===== config.mk =====
export PLATFORM = sky130hd
export DESIGN_NAME = pendulum_angle_encoder
export DESIGN_NICKNAME = d
export VERILOG_FILES = /design/src/rtl/pendulum_angle_encoder_pkg.sv /design/src/rtl/pendulum_angle_encoder_quad_input_filter.sv /design/src/rtl/pendulum_angle_encoder.sv
export SDC_FILE = /design/constraint.sdc
export NUM_CORES = 1
export LEC_CHECK = 0
export CORE_ASPECT_RATIO = 0.7
export CORE_MARGIN = 2
export CORE_UTILIZATION = 61
export DETAILED_ROUTE_END_ITERATION = 6
export PLACE_DENSITY = 0.84
export SYNTH_ARGS = -nofsm -noshare
export SYNTH_HDL_FRONTEND = slang
export SYNTH_SLANG_ARGS = --single-unit

===== constraint.sdc =====
create_clock -name clk -period 10.1 [get_ports clk]
set_clock_uncertainty 0.2 [all_clocks]
set_input_delay 1.515 -clock clk [delete_from_list [all_inputs] [get_ports clk]]
set_output_delay 1.515 -clock clk [all_outputs]
set_load 0.01 [all_outputs]

===== src/rtl/pendulum_angle_encoder_pkg.sv =====
// Shared definitions for the pendulum angle sensor path: bus width default,
// quadrature state encodings and the encoder FSM states.
package pendulum_pkg;

    localparam int unsigned AngleWDef = 8;

    localparam logic [1:0] QS_00 = 2'b00;
    localparam logic [1:0] QS_01 = 2'b01;
    localparam logic [1:0] QS_11 = 2'b11;
    localparam logic [1:0] QS_10 = 2'b10;

    typedef enum logic [0:0] {StInit, StTrack} fsm_state_e;

    typedef enum logic [1:0] {StepNone, StepFwd, StepRev, StepErr} step_e;

    // Position of a quadrature state along the forward cycle 00->01->11->10.
    function automatic logic [1:0] qs_pos(input logic [1:0] qs);
        logic [1:0] pos;
        unique case (qs)
            QS_00:   pos = 2'd0;
            QS_01:   pos = 2'd1;
            QS_11:   pos = 2'd2;
            default: pos = 2'd3;
        endcase
        return pos;
    endfunction

    function automatic step_e decode_step(input logic [1:0] prev, input logic [1:0] cur);
        logic [1:0] diff;
        step_e      step;
        diff = qs_pos(cur) - qs_pos(prev);
        unique case (diff)
            2'd0:    step = StepNone;
            2'd1:    step = StepFwd;
            2'd3:    step = StepRev;
            default: step = StepErr;
        endcase
        return step;
    endfunction

endpackage


===== src/rtl/pendulum_angle_encoder_quad_input_filter.sv =====
// Synchronizer plus debounce for one asynchronous encoder line; a change is
// accepted only after it has been stable for FILT_LEN synchronized cycles.
module quad_input_filter #(
    parameter int unsigned SYNC_STAGES = 2,
    parameter int unsigned FILT_LEN    = 3
) (
    input  logic clk,
    input  logic reset,
    input  logic raw,
    output logic filtered
);

    localparam int unsigned CntW = (FILT_LEN > 1) ? $clog2(FILT_LEN) : 1;

    logic [SYNC_STAGES-1:0] sync_q, sync_d;
    logic [CntW-1:0]        cnt_q, cnt_d;
    logic                   acc_q, acc_d;
    logic                   synced;

    assign synced   = sync_q[SYNC_STAGES-1];
    assign filtered = acc_q;

    always_comb begin
        sync_d = {sync_q[SYNC_STAGES-2:0], raw};
        acc_d  = acc_q;
        cnt_d  = '0;
        if (synced != acc_q) begin
            // The cycle the counter would reach FILT_LEN is the accept cycle.
            if (cnt_q == CntW'(FILT_LEN - 1)) begin
                acc_d = synced;
            end else begin
                cnt_d = cnt_q + CntW'(1);
            end
        end
    end

    always_ff @(posedge clk or negedge reset) begin
        if (!reset) begin
            sync_q <= '0;
            cnt_q  <= '0;
            acc_q  <= 1'b0;
        end else begin
            sync_q <= sync_d;
            cnt_q  <= cnt_d;
            acc_q  <= acc_d;
        end
    end

endmodule


===== src/rtl/pendulum_angle_encoder.sv =====
// Quadrature encoder to wrapping angle count, published every SAMPLE_DIV clocks.
// Define ANGLE_INDEX_EN to let the encoder index pulse re-zero the count.
module pendulum_angle_encoder
    import pendulum_pkg::*;
#(
    parameter int unsigned ANGLE_W     = AngleWDef,
    parameter int unsigned SYNC_STAGES = 2,
    parameter int unsigned FILT_LEN    = 3,
    parameter int unsigned SAMPLE_DIV  = 10
) (
    input  logic               clk,
    input  logic               reset,
    input  logic               enc_a,
    input  logic               enc_b,
    input  logic               enc_index,
    input  logic               zero_cal,
    output logic [ANGLE_W-1:0] pendulum_angle_sensor,
    output logic               angle_valid,
    output logic               dir,
    output logic               step_err
);

    localparam int unsigned DivW = $clog2(SAMPLE_DIV);

    logic a_acc, b_acc;
    logic index_clr;

    quad_input_filter #(
        .SYNC_STAGES(SYNC_STAGES),
        .FILT_LEN   (FILT_LEN)
    ) u_filt_a (
        .clk     (clk),
        .reset   (reset),
        .raw     (enc_a),
        .filtered(a_acc)
    );

    quad_input_filter #(
        .SYNC_STAGES(SYNC_STAGES),
        .FILT_LEN   (FILT_LEN)
    ) u_filt_b (
        .clk     (clk),
        .reset   (reset),
        .raw     (enc_b),
        .filtered(b_acc)
    );

`ifdef ANGLE_INDEX_EN
    logic idx_acc;
    logic idx_prev_q;

    quad_input_filter #(
        .SYNC_STAGES(SYNC_STAGES),
        .FILT_LEN   (FILT_LEN)
    ) u_filt_index (
        .clk     (clk),
        .reset   (reset),
        .raw     (enc_index),
        .filtered(idx_acc)
    );

    always_ff @(posedge clk or negedge reset) begin
        if (!reset) begin
            idx_prev_q <= 1'b0;
        end else begin
            idx_prev_q <= idx_acc;
        end
    end

    assign index_clr = idx_acc & ~idx_prev_q;
`else
    logic unused_index;
    assign unused_index = enc_index;
    assign index_clr    = 1'b0;
`endif

    fsm_state_e         state_q, state_d;
    logic [1:0]         prev_q, prev_d;
    logic [ANGLE_W-1:0] count_q, count_d;
    logic [ANGLE_W-1:0] sensor_q, sensor_d;
    logic [DivW-1:0]    div_q, div_d;
    logic               dir_q, dir_d;
    logic               err_q, err_d;
    logic               valid_q, valid_d;
    logic [1:0]         cur_ab;
    logic               div_last;
    step_e              step;

    assign cur_ab   = {a_acc, b_acc};
    assign step     = decode_step(prev_q, cur_ab);
    assign div_last = (div_q == DivW'(SAMPLE_DIV - 1));

    always_comb begin
        state_d  = StTrack;
        prev_d   = cur_ab;
        count_d  = count_q;
        dir_d    = dir_q;
        err_d    = err_q;
        div_d    = div_last ? '0 : div_q + DivW'(1);
        valid_d  = div_last;
        // Publish the count as it stood before this cycle's update.
        sensor_d = div_last ? count_q : sensor_q;

        // prev always tracks the input so a discarded step is not replayed later.
        if (zero_cal) begin
            count_d = '0;
            err_d   = 1'b0;
        end else if (index_clr) begin
            count_d = '0;
        end else if (state_q == StTrack) begin
            unique case (step)
                StepFwd: begin
                    count_d = count_q + ANGLE_W'(1);
                    dir_d   = 1'b1;
                end
                StepRev: begin
                    count_d = count_q - ANGLE_W'(1);
                    dir_d   = 1'b0;
                end
                StepErr:  err_d = 1'b1;
                StepNone: ;
            endcase
        end
    end

    always_ff @(posedge clk or negedge reset) begin
        if (!reset) begin
            state_q  <= StInit;
            prev_q   <= QS_00;
            count_q  <= '0;
            sensor_q <= '0;
            div_q    <= '0;
            dir_q    <= 1'b0;
            err_q    <= 1'b0;
            valid_q  <= 1'b0;
        end else begin
            state_q  <= state_d;
            prev_q   <= prev_d;
            count_q  <= count_d;
            sensor_q <= sensor_d;
            div_q    <= div_d;
            dir_q    <= dir_d;
            err_q    <= err_d;
            valid_q  <= valid_d;
        end
    end

    assign pendulum_angle_sensor = sensor_q;
    assign angle_valid           = valid_q;
    assign dir                   = dir_q;
    assign step_err              = err_q;

endmodule


==> After elaboration in Yosys (flattened, before gate mapping) <==
Index checks and enable logic that the tools add are counted.
{ "totals": {"regBits": 36, "latch_bits": 0, "ramBits": 0, "rom_bits": 0, "input_bits": 6, "wordCells": 62, "mem_count": 0} }
{ "classes": {"n_addsub": 6, "n_mul": 0, "n_div": 0, "n_lt_le_gt_ge": 0, "eq_ne": 14, "shifts": 0, "mux": 15, "bitwise": 1, "n_reduce_logical": 12} }
{ "ops": {"columns": ["operator", "n"], "rows": [
  ["case mux 2 bit (3 select lines)", 3],
  ["two-way mux 8 bit", 2],
  ["case mux 8 bit (2 select lines)", 1],
  ["== test 2 bit (second input constant)", 7],
  ["adder 8 x 1 -> 8 bit (second input constant)", 1],
  ["== test 2 x 1 -> 1 bit (second input constant)", 4],
  ["two-way mux 2 bit", 4],
  ["AND reduction 2 bit", 4],
  ["subtractor 8 x 1 -> 8 bit (second input constant)", 1],
  ["logical NOT 2 bit", 3],
  ["nonzero test 2 bit", 3],
  ["adder 2 x 1 -> 2 bit (second input constant)", 2],
  ["adder 4 x 1 -> 4 bit (second input constant)", 1],
  ["== test 4 bit (second input constant)", 1],
  ["two-way mux 4 bit", 1],
  ["two-way mux 1 bit", 3],
  ["AND reduction 3 bit", 1],
  ["nonzero test 3 bit", 1],
  ["inequality test 1 bit", 2],
  ["case mux 1 bit (2 select lines)", 1],
  ["subtractor 2 bit", 1],
  ["inverter 1 bit", 1]
]} }

==> Logic depth before layout (Yosys ltp) <==
Gate-level depths: netlist of run 1.
{ "depth": {"ltp_word": 9, "ltp_mapped": 14, "mapped_depth_nobuf": 14} }

==> Cells and area by module <==
Synthesis of run 1 repeated with hierarchy kept, for this count alone.
{ "hier_totals": {"hier_cells": 176, "area_unflattened_um2": 1995.7} }
{ "modules_own_cells": {"columns": ["module", "instances", "cells_per_inst", "area_per_inst_um2", "seq_area_each_um2"], "rows": [
  ["pendulum_angle_encoder", 1, 156, 1645.3, 650.6],
  ["quad_input_filter", 2, 10, 175.2, 125.1]
]} }

==> Worst setup path before layout of run 1 <==
OpenSTA, ideal clock, no wires.
{ "synth_path": {"path_type": "reg-to-reg", "startpoint": "reg u_filt_b.acc_q (netlist: u_filt_b.filtered)", "endpoint": "reg count_q[7]", "setup_ns": 0.127, "t_arrival_ns": 2.855, "path_slack_ns": 6.918, "stages_incl_launch_ff": 14, "n_path_buf": 0, "cell_sequence": "dfrtp_1 inv_1 ha_1 ha_1 xor3_4 nand2b_1 inv_1 ha_1 inv_1 o21ai_0 a2111oi_0 a221oi_1 o21ai_0 o22ai_1"} }
{ "synth_via": {"elab_chain_cells": 9, "elab_cells_between_ends": 16, "cone_classes": "add/sub (1); eq/ne (6); mux (5); reduce/logical (4)"} }
{ "synth_rtl": {"columns": ["element", "line", "source"], "rows": [
  ["start, declared", "pendulum_angle_encoder_quad_input_filter.sv:17", "logic acc_q, acc_d;"],
  ["start signal, assigned", "pendulum_angle_encoder_quad_input_filter.sv:41", "acc_q <= 1'b0;"],
  ["start signal, assigned", "pendulum_angle_encoder_quad_input_filter.sv:45", "acc_q <= acc_d;"],
  ["== test 2 bit, or another cell as far along", "pendulum_angle_encoder_pkg.sv:19", "unique case (qs)"],
  ["case mux 2 bit (3 select lines) (*)", "pendulum_angle_encoder_pkg.sv:19", null],
  ["subtractor 2 bit (*)", "pendulum_angle_encoder_pkg.sv:31", "diff = qs_pos(cur) - qs_pos(prev);"],
  ["== test 2 bit, or another cell as far along", "pendulum_angle_encoder_pkg.sv:32", "unique case (diff)"],
  ["case mux 2 bit (3 select lines) (*)", "pendulum_angle_encoder_pkg.sv:32", null],
  ["== test 2 bit or == test 2 x 1 -> 1 bit (tied branches)", "pendulum_angle_encoder.sv:111", "unique case (step)"],
  ["case mux 8 bit (2 select lines)", "pendulum_angle_encoder.sv:111", null],
  ["two-way mux 8 bit", "pendulum_angle_encoder.sv:110", "end else if (state_q == StTrack) begin"],
  ["two-way mux 8 bit", "pendulum_angle_encoder.sv:105", "if (zero_cal) begin"],
  ["end signal, assigned", "pendulum_angle_encoder.sv:139", "count_q <= count_d;"],
  ["end, declared", "pendulum_angle_encoder.sv:79", "logic [ANGLE_W-1:0] count_q, count_d;"]
]} }
Every way passes the cells marked *; elsewhere a longest branch is shown, timed or not. The select of a mux whose other input is x is not followed.
A chain may end at the register's enable or synchronous reset.

==> Worst setup path in the final report of run 1 <==
{ "layout_path": {"startpoint": "reg u_filt_a.acc_q (netlist: u_filt_a.filtered)", "endpoint": "reg count_q[7]"} }
{ "layout_via": {"elab_chain_cells": 9, "elab_cells_between_ends": 16, "cone_classes": "add/sub (1); eq/ne (6); mux (5); reduce/logical (4)"} }
{ "layout_rtl": {"columns": ["element", "line"], "rows": [
  ["start, declared", "pendulum_angle_encoder_quad_input_filter.sv:17"],
  ["start signal, assigned", "pendulum_angle_encoder_quad_input_filter.sv:41"],
  ["start signal, assigned", "pendulum_angle_encoder_quad_input_filter.sv:45"],
  ["== test 2 bit, or another cell as far along", "pendulum_angle_encoder_pkg.sv:19"],
  ["case mux 2 bit (3 select lines) (*)", "pendulum_angle_encoder_pkg.sv:19"],
  ["subtractor 2 bit (*)", "pendulum_angle_encoder_pkg.sv:31"],
  ["== test 2 bit, or another cell as far along", "pendulum_angle_encoder_pkg.sv:32"],
  ["case mux 2 bit (3 select lines) (*)", "pendulum_angle_encoder_pkg.sv:32"],
  ["== test 2 bit or == test 2 x 1 -> 1 bit (tied branches)", "pendulum_angle_encoder.sv:111"],
  ["case mux 8 bit (2 select lines)", "pendulum_angle_encoder.sv:111"],
  ["two-way mux 8 bit", "pendulum_angle_encoder.sv:110"],
  ["two-way mux 8 bit", "pendulum_angle_encoder.sv:105"]
]} }
Marked as above.

==> impl_metrics.ini, run 1 <==
[finish]
diodes = 0
nNetsFinal = 208
drive_gt1_share_pct = 13.4
area_delta_synth_final_pct = 14.0
fillers = 202
fin_util_pct = 74.7

[floorplan]
die_y_um = 50.4
fp.dieW_um = 70.3
initial_core_util_pct = 65.5
boundaryPins = 17
num_rows = 16
die-area_um2 = 3540
coreArea_um2 = 2860

[synth]
synth_ff_type = dfrtp_1
ys_warn_count = 0
synthDistinctLibCells = 52
synth_xor_area_share_pct = 6.47
async_reset_ff_share_pct = 100
avgSynthCellArea_um2 = 10.7
ys_ff_latch = 36
synth_compound_area_share_pct = 14.6
ys_seq_area_share_pct = 48.0
synthesis.nets = 190
netlist_instances = 175
synth_top_family_by_area = simple AND/OR/NAND/NOR gates
synth_fa_ha_area_share_pct = 6.00
synthMuxAreaShare_pct = 5.40
netlist_area_um2 = 1880
synthSimpleGateAreaFrac_pct = 15.1
synth_edf_count = 0

[sta]
hold_ws_ps = 159
rsz0062_at_grt = false
setup_tns_ps = 0
finalSetupViolCount = 0
final-hold-violation-count = 0
finalCriticalPeriod_ps = 3720
maxSlewViolCount = 0
tightestPinTransition_ps = 766
fin_crit_sh_pct = 36.9
max_freq_mhz = 269
max_slew_margin_pct = 48.7

[detailed_routing]
viasPerCell = 6.16
drc = 0
final_antenna_net_count = 0
drt_iter0_markers = 110
avgRoutedWirePerCell_um = 17.8
wl_um = 4090
vias = 1417
first_pass_iters = 4

[global_route]
grt_max_degree = 26
overflow = 0
grtUsageTotal_pct = 25.9
grt_pass1_vias = 1412
antenna_found_initial = 0
grt_pass1_wl_um = 6930

[clock_tree]
cts.sinks = 36
clk_latency_ps = 290
cts-buffers-inserted = 5
root_buffer = clkbuf_8
cts_tree = done
postCtsSetupRepairBufs = 0
h-tree-depth = 2
ctsHoldBuffers = 0
ctsResizeCount = 0
cts_max_path_buffers = 2
clk_pin_slew_ps = 70

[run_status]
status = completed

[worst_setup_path]
crit_required_ps = 10080
max_stage_delay_ps = 530
crit_buf_inv = 2
worstSetupStartpointType = flop
critPathMaxFanout = 6
crit_chain = ha_1 > ha_1 > xor3_4 > nand2b_1 > inv_1 > ha_1 > inv_1 > o21ai_0 > a2111oi_0 > a221oi_1 > o21ai_0 > o22ai_1
slowest_stage = xor3_4
timing.critical_path.to_type = flop
cpMostUsedCell = ha_1
arrival_ps = 3700
critPathKind = reg -> reg
reg2reg_slack_ps = 6380
critPathTopFamily = compound AO/OA/AOI/OAI gates

[place]
portBuffers = 15
gp_congestion = 0.890
dp_hpwl_um = 2820

[job]
drv_cap = 0

[worst_hold_path]
hold_class = reg -> reg
==> per-layer routing <==
layer  GRT usage [%]  vias to the layer above  share of wire [%]
met5               0                        -                  0
met4            8.65                        0                1.1
met3            5.62                        8                6.0
met2            40.3                       53                 46
met1            36.5                      690                 47
li1                -                      666                  -
==> kinds of logic after synthesis <==
| logic type | after synthesis |
|---|---|
| buf+inv | 17 |
| other cells | 1 |
| flops | 36 |
| simple gates | 50 |
| compound gates | 43 |
| fa+ha+maj | 9 |
| mux | 9 |
| xor+xnor | 10 |
==> area by class of cell <==
cell class                      count  area [um^2]  area share [%]
Clock buffer                        6         82.6            3.86
Clock inverter                      2         10.0           0.468
Tap cell                           36         45.0            2.11
Multi-Input combinational cell    122          897            42.0
Timing Repair Buffer               16          158            7.37
Inverter                           12         45.0            2.11
Sequential cell                    36          901            42.1
==> Yosys cell counts (2+ instances only) <==
cell / number / area [um^2]
o21ai_0: 12 / 60.1
nor2_1: 10 / 37.5
a2111oi_0: 2 / 17.5
a21oi_1: 11 / 55.1
nand2_1: 8 / 30.0
nor3b_1: 2 / 15.0
inv_1: 12 / 45.0
clkbuf_1: 2 / 7.51
ha_1: 9 / 113
a211o_1: 2 / 17.5
xnor2_1: 7 / 61.3
mux2_2: 9 / 101
nand2b_1: 3 / 18.8
a31oi_1: 4 / 25.0
nand3_1: 4 / 20.0
nor3_1: 5 / 25.0
or3_1: 3 / 18.8
dfrtp_1: 36 / 901
==> worst paths after layout <==
check                                   startpoint                  to  depth (start not counted)
worst max-delay path             u_filt_a.filtered          count_q[7]                         12
worst min-delay path            u_filt_b.sync_q[0]  u_filt_b.sync_q[1]                          0
worst max register to register   u_filt_a.filtered          count_q[7]                         12
worst min register to register  u_filt_b.sync_q[0]  u_filt_b.sync_q[1]                          0
max in group asynchronous                    reset  u_filt_a.sync_q[0]                          2
min in group asynchronous                    reset          count_q[3]                          1
==> through the flow <==
stage | setup WS [ps] | area, um^2 | cells
after floorplan | 6920 | 1880 | 175
after global placement | 6500 | 2050 | 222
after detailed placement | 6460 | 2050 | 222
after CTS | 6440 | 2140 | 230
after global routing | 6160 | 2140 | 230
final | 6380 | 2140 | 230
==> cell usage in the layout (no fill, tap or decap), types with 2 or more instances in the layout <==
master	n
nand3_1	4
ha_1	9
clkdlybuf4s50_1	15
dfrtp_1	36
clkbuf_8	6
a31oi_1	4
nor3b_1	2
inv_1	12
nand2_1	8
mux2_2	9
a2111oi_0	2
a21oi_1	11
a211o_1	2
clkinv_2	2
or3_1	3
xnor2_1	7
o21ai_0	12
nand2b_1	3
nor2_1	10
nor3_1	5
==> sequential cells by signal, summed over array words and instances (netlist names) <==
register               flops
angle_valid                1
count_q                    8
dir                        1
div_q                      4
pendulum_angle_sensor      8
prev_q                     2
state_q                    1
step_err                   1
u_filt_a.cnt_q             2
u_filt_a.filtered          1
u_filt_a.sync_q            2
u_filt_b.cnt_q             2
u_filt_b.filtered          1
u_filt_b.sync_q            2
Power of run 1 is not shown: default switching activity piles up to over one toggle a cycle in this logic, so the estimate is an artifact.
==> inputs of run 2 (changes only) <==
--- a/config.mk
+++ b/config.mk
@@ -7,9 +7,9 @@
 export LEC_CHECK = 0
 export CORE_ASPECT_RATIO = 0.7
 export CORE_MARGIN = 2
-export CORE_UTILIZATION = 61
+export CORE_UTILIZATION = 56
 export DETAILED_ROUTE_END_ITERATION = 6
-export PLACE_DENSITY = 0.84
+export PLACE_DENSITY = 0.78
 export SYNTH_ARGS = -nofsm -noshare
 export SYNTH_HDL_FRONTEND = slang
 export SYNTH_SLANG_ARGS = --single-unit
==> constraint.sdc (replaced) <==
create_clock -name clk -period 3.85 [get_ports clk]
set_clock_uncertainty 0.2 [all_clocks]
set_input_delay 0.5775 -clock clk [delete_from_list [all_inputs] [get_ports clk]]
set_output_delay 0.5775 -clock clk [all_outputs]
set_load 0.01 [all_outputs]
==> impl_metrics.ini, run 2 (synthesized netlist as in run 1, its figures left out) <==
[clock_tree]
clk_latency_ps = 280
root_buffer = clkbuf_8
cts_tree = done
clk_pin_slew_ps = 70
cts_max_path_buffers = 2
cts-buffers-inserted = 5
cts.sinks = 36
postCtsSetupRepairBufs = 0
h-tree-depth = 2

[worst_setup_path]
crit_required_ps = 3820
timing.critical_path.to_type = flop
critPathMaxFanout = 7
arrival_ps = 3540
slowest_stage = xor3_4
critPathKind = reg -> reg
max_stage_delay_ps = 540
crit_chain = inv_1 > ha_1 > ha_1 > xor3_4 > nand2b_2 > inv_1 > ha_1 > nor4b_1 > nor4_2 > nor4_1 > a211o_1
worstSetupStartpointType = flop
rr_worst_depth = 11
cpMostUsedCell = ha_1

[sta]
max_slew_margin_pct = 50.2
setup_ws_ps = 287
setup_tns_ps = 0
max_freq_mhz = 281
final-hold-violation-count = 0
finalSetupViolCount = 0
maxSlewViolCount = 0
rsz0062_at_grt = false
tightestPinTransition_ps = 742
finalCriticalPeriod_ps = 3560
fin_crit_sh_pct = 92.5

[detailed_routing]
final_antenna_net_count = 0
drc = 0
avgRoutedWirePerCell_um = 15.8
vias = 1449
wl_um = 3710
viasPerCell = 6.19
first_pass_iters = 4
drt_iter0_markers = 97

[finish]
drive_gt1_share_pct = 15.3
final_cell_mix = dfrtp_1 (36), clkdlybuf4s50_1 (15), inv_1 (12), o21ai_0 (12), a21oi_1 (11)
final_area_um2 = 2200
diodes = 0
area_delta_synth_final_pct = 17.3
layout_commonest_cell = dfrtp_1
nNetsFinal = 210

[run_status]
status = completed

[floorplan]
die_y_um = 52.4
boundaryPins = 17
num_rows = 17
initial_core_util_pct = 59.2
fp.dieW_um = 73.2
coreArea_um2 = 3170
die-area_um2 = 3840

[place]
dpl_cell_area_um2 = 2060
dp_hpwl_um = 2590
gp_congestion = 0.845
dp_slack_ps = 217
portBuffers = 15

[global_route]
grt_pass1_vias = 1395
antenna_found_initial = 0
grtUsageTotal_pct = 21.9
overflow = 0
grt_pass1_wl_um = 6330
grt_max_degree = 37

[worst_hold_path]
hold_depth = 0
hold_class = reg -> reg

[job]
drv_cap = 0
-- run 2: what timing repair did --
item / in CTS / in global routing
hold buffers: 0 / 0
resized for setup: 0 / 4
endpoints found under the setup margin: 0 / 2
hold endpoints to repair: 0 / 0
-- run 2: critical path: cells and delay by family, from the launching register on --
kind                       cells  cell delay (ps)
AOI/OAI and AO/OA              1              240
and+or+nand+nor                4              930
buffers and inverters          2              220
xor gates and xnor gates       1              540
adders and majority gates      3              920
DFF                            1              400
-- run 2: per-layer routing --
layer / vias to the layer above / GRT usage [%] / wire length (um)
met3: 7 / 6.35 / 238
met1: 718 / 28.5 / 1650
met5: - / 0 / 0
met2: 52 / 35.3 / 1780
li1: 672 / - / -
met4: 0 / 7.10 / 36
-- run 2: worst paths after layout --
kind                                                 end  slack [ps]                from
worst min-delay path                  u_filt_a.sync_q[1]         150  u_filt_a.sync_q[0]
min in group asynchronous       pendulum_angle_sensor[7]         500               reset
worst max-delay path                          count_q[5]         290   u_filt_b.filtered
worst min register to register        u_filt_a.sync_q[1]         150  u_filt_a.sync_q[0]
max in group asynchronous                            dir        2620               reset
worst max register to register                count_q[5]         290   u_filt_b.filtered
-- run 2: per-stage QoR --
step                cells  utilization (%)  hold slack [ps]
finish                234             69.4              151
floorplan             175                -             81.9
detailed placement    226             65.1              135
global route          234             69.4              169
global placement      226             65.1              134
CTS                   234             69.1              152
-- run 2: area by class of cell --
type	instances	area [um^2]
timing repair buffer	18	173
sequential	36	901
tap	38	47.5
multi-input combinational	122	907
clock buffer	7	96.3
clock inverter	1	30.0
inverter	12	45.0
fill	239	970
Power of run 2 is left out for the same reason.
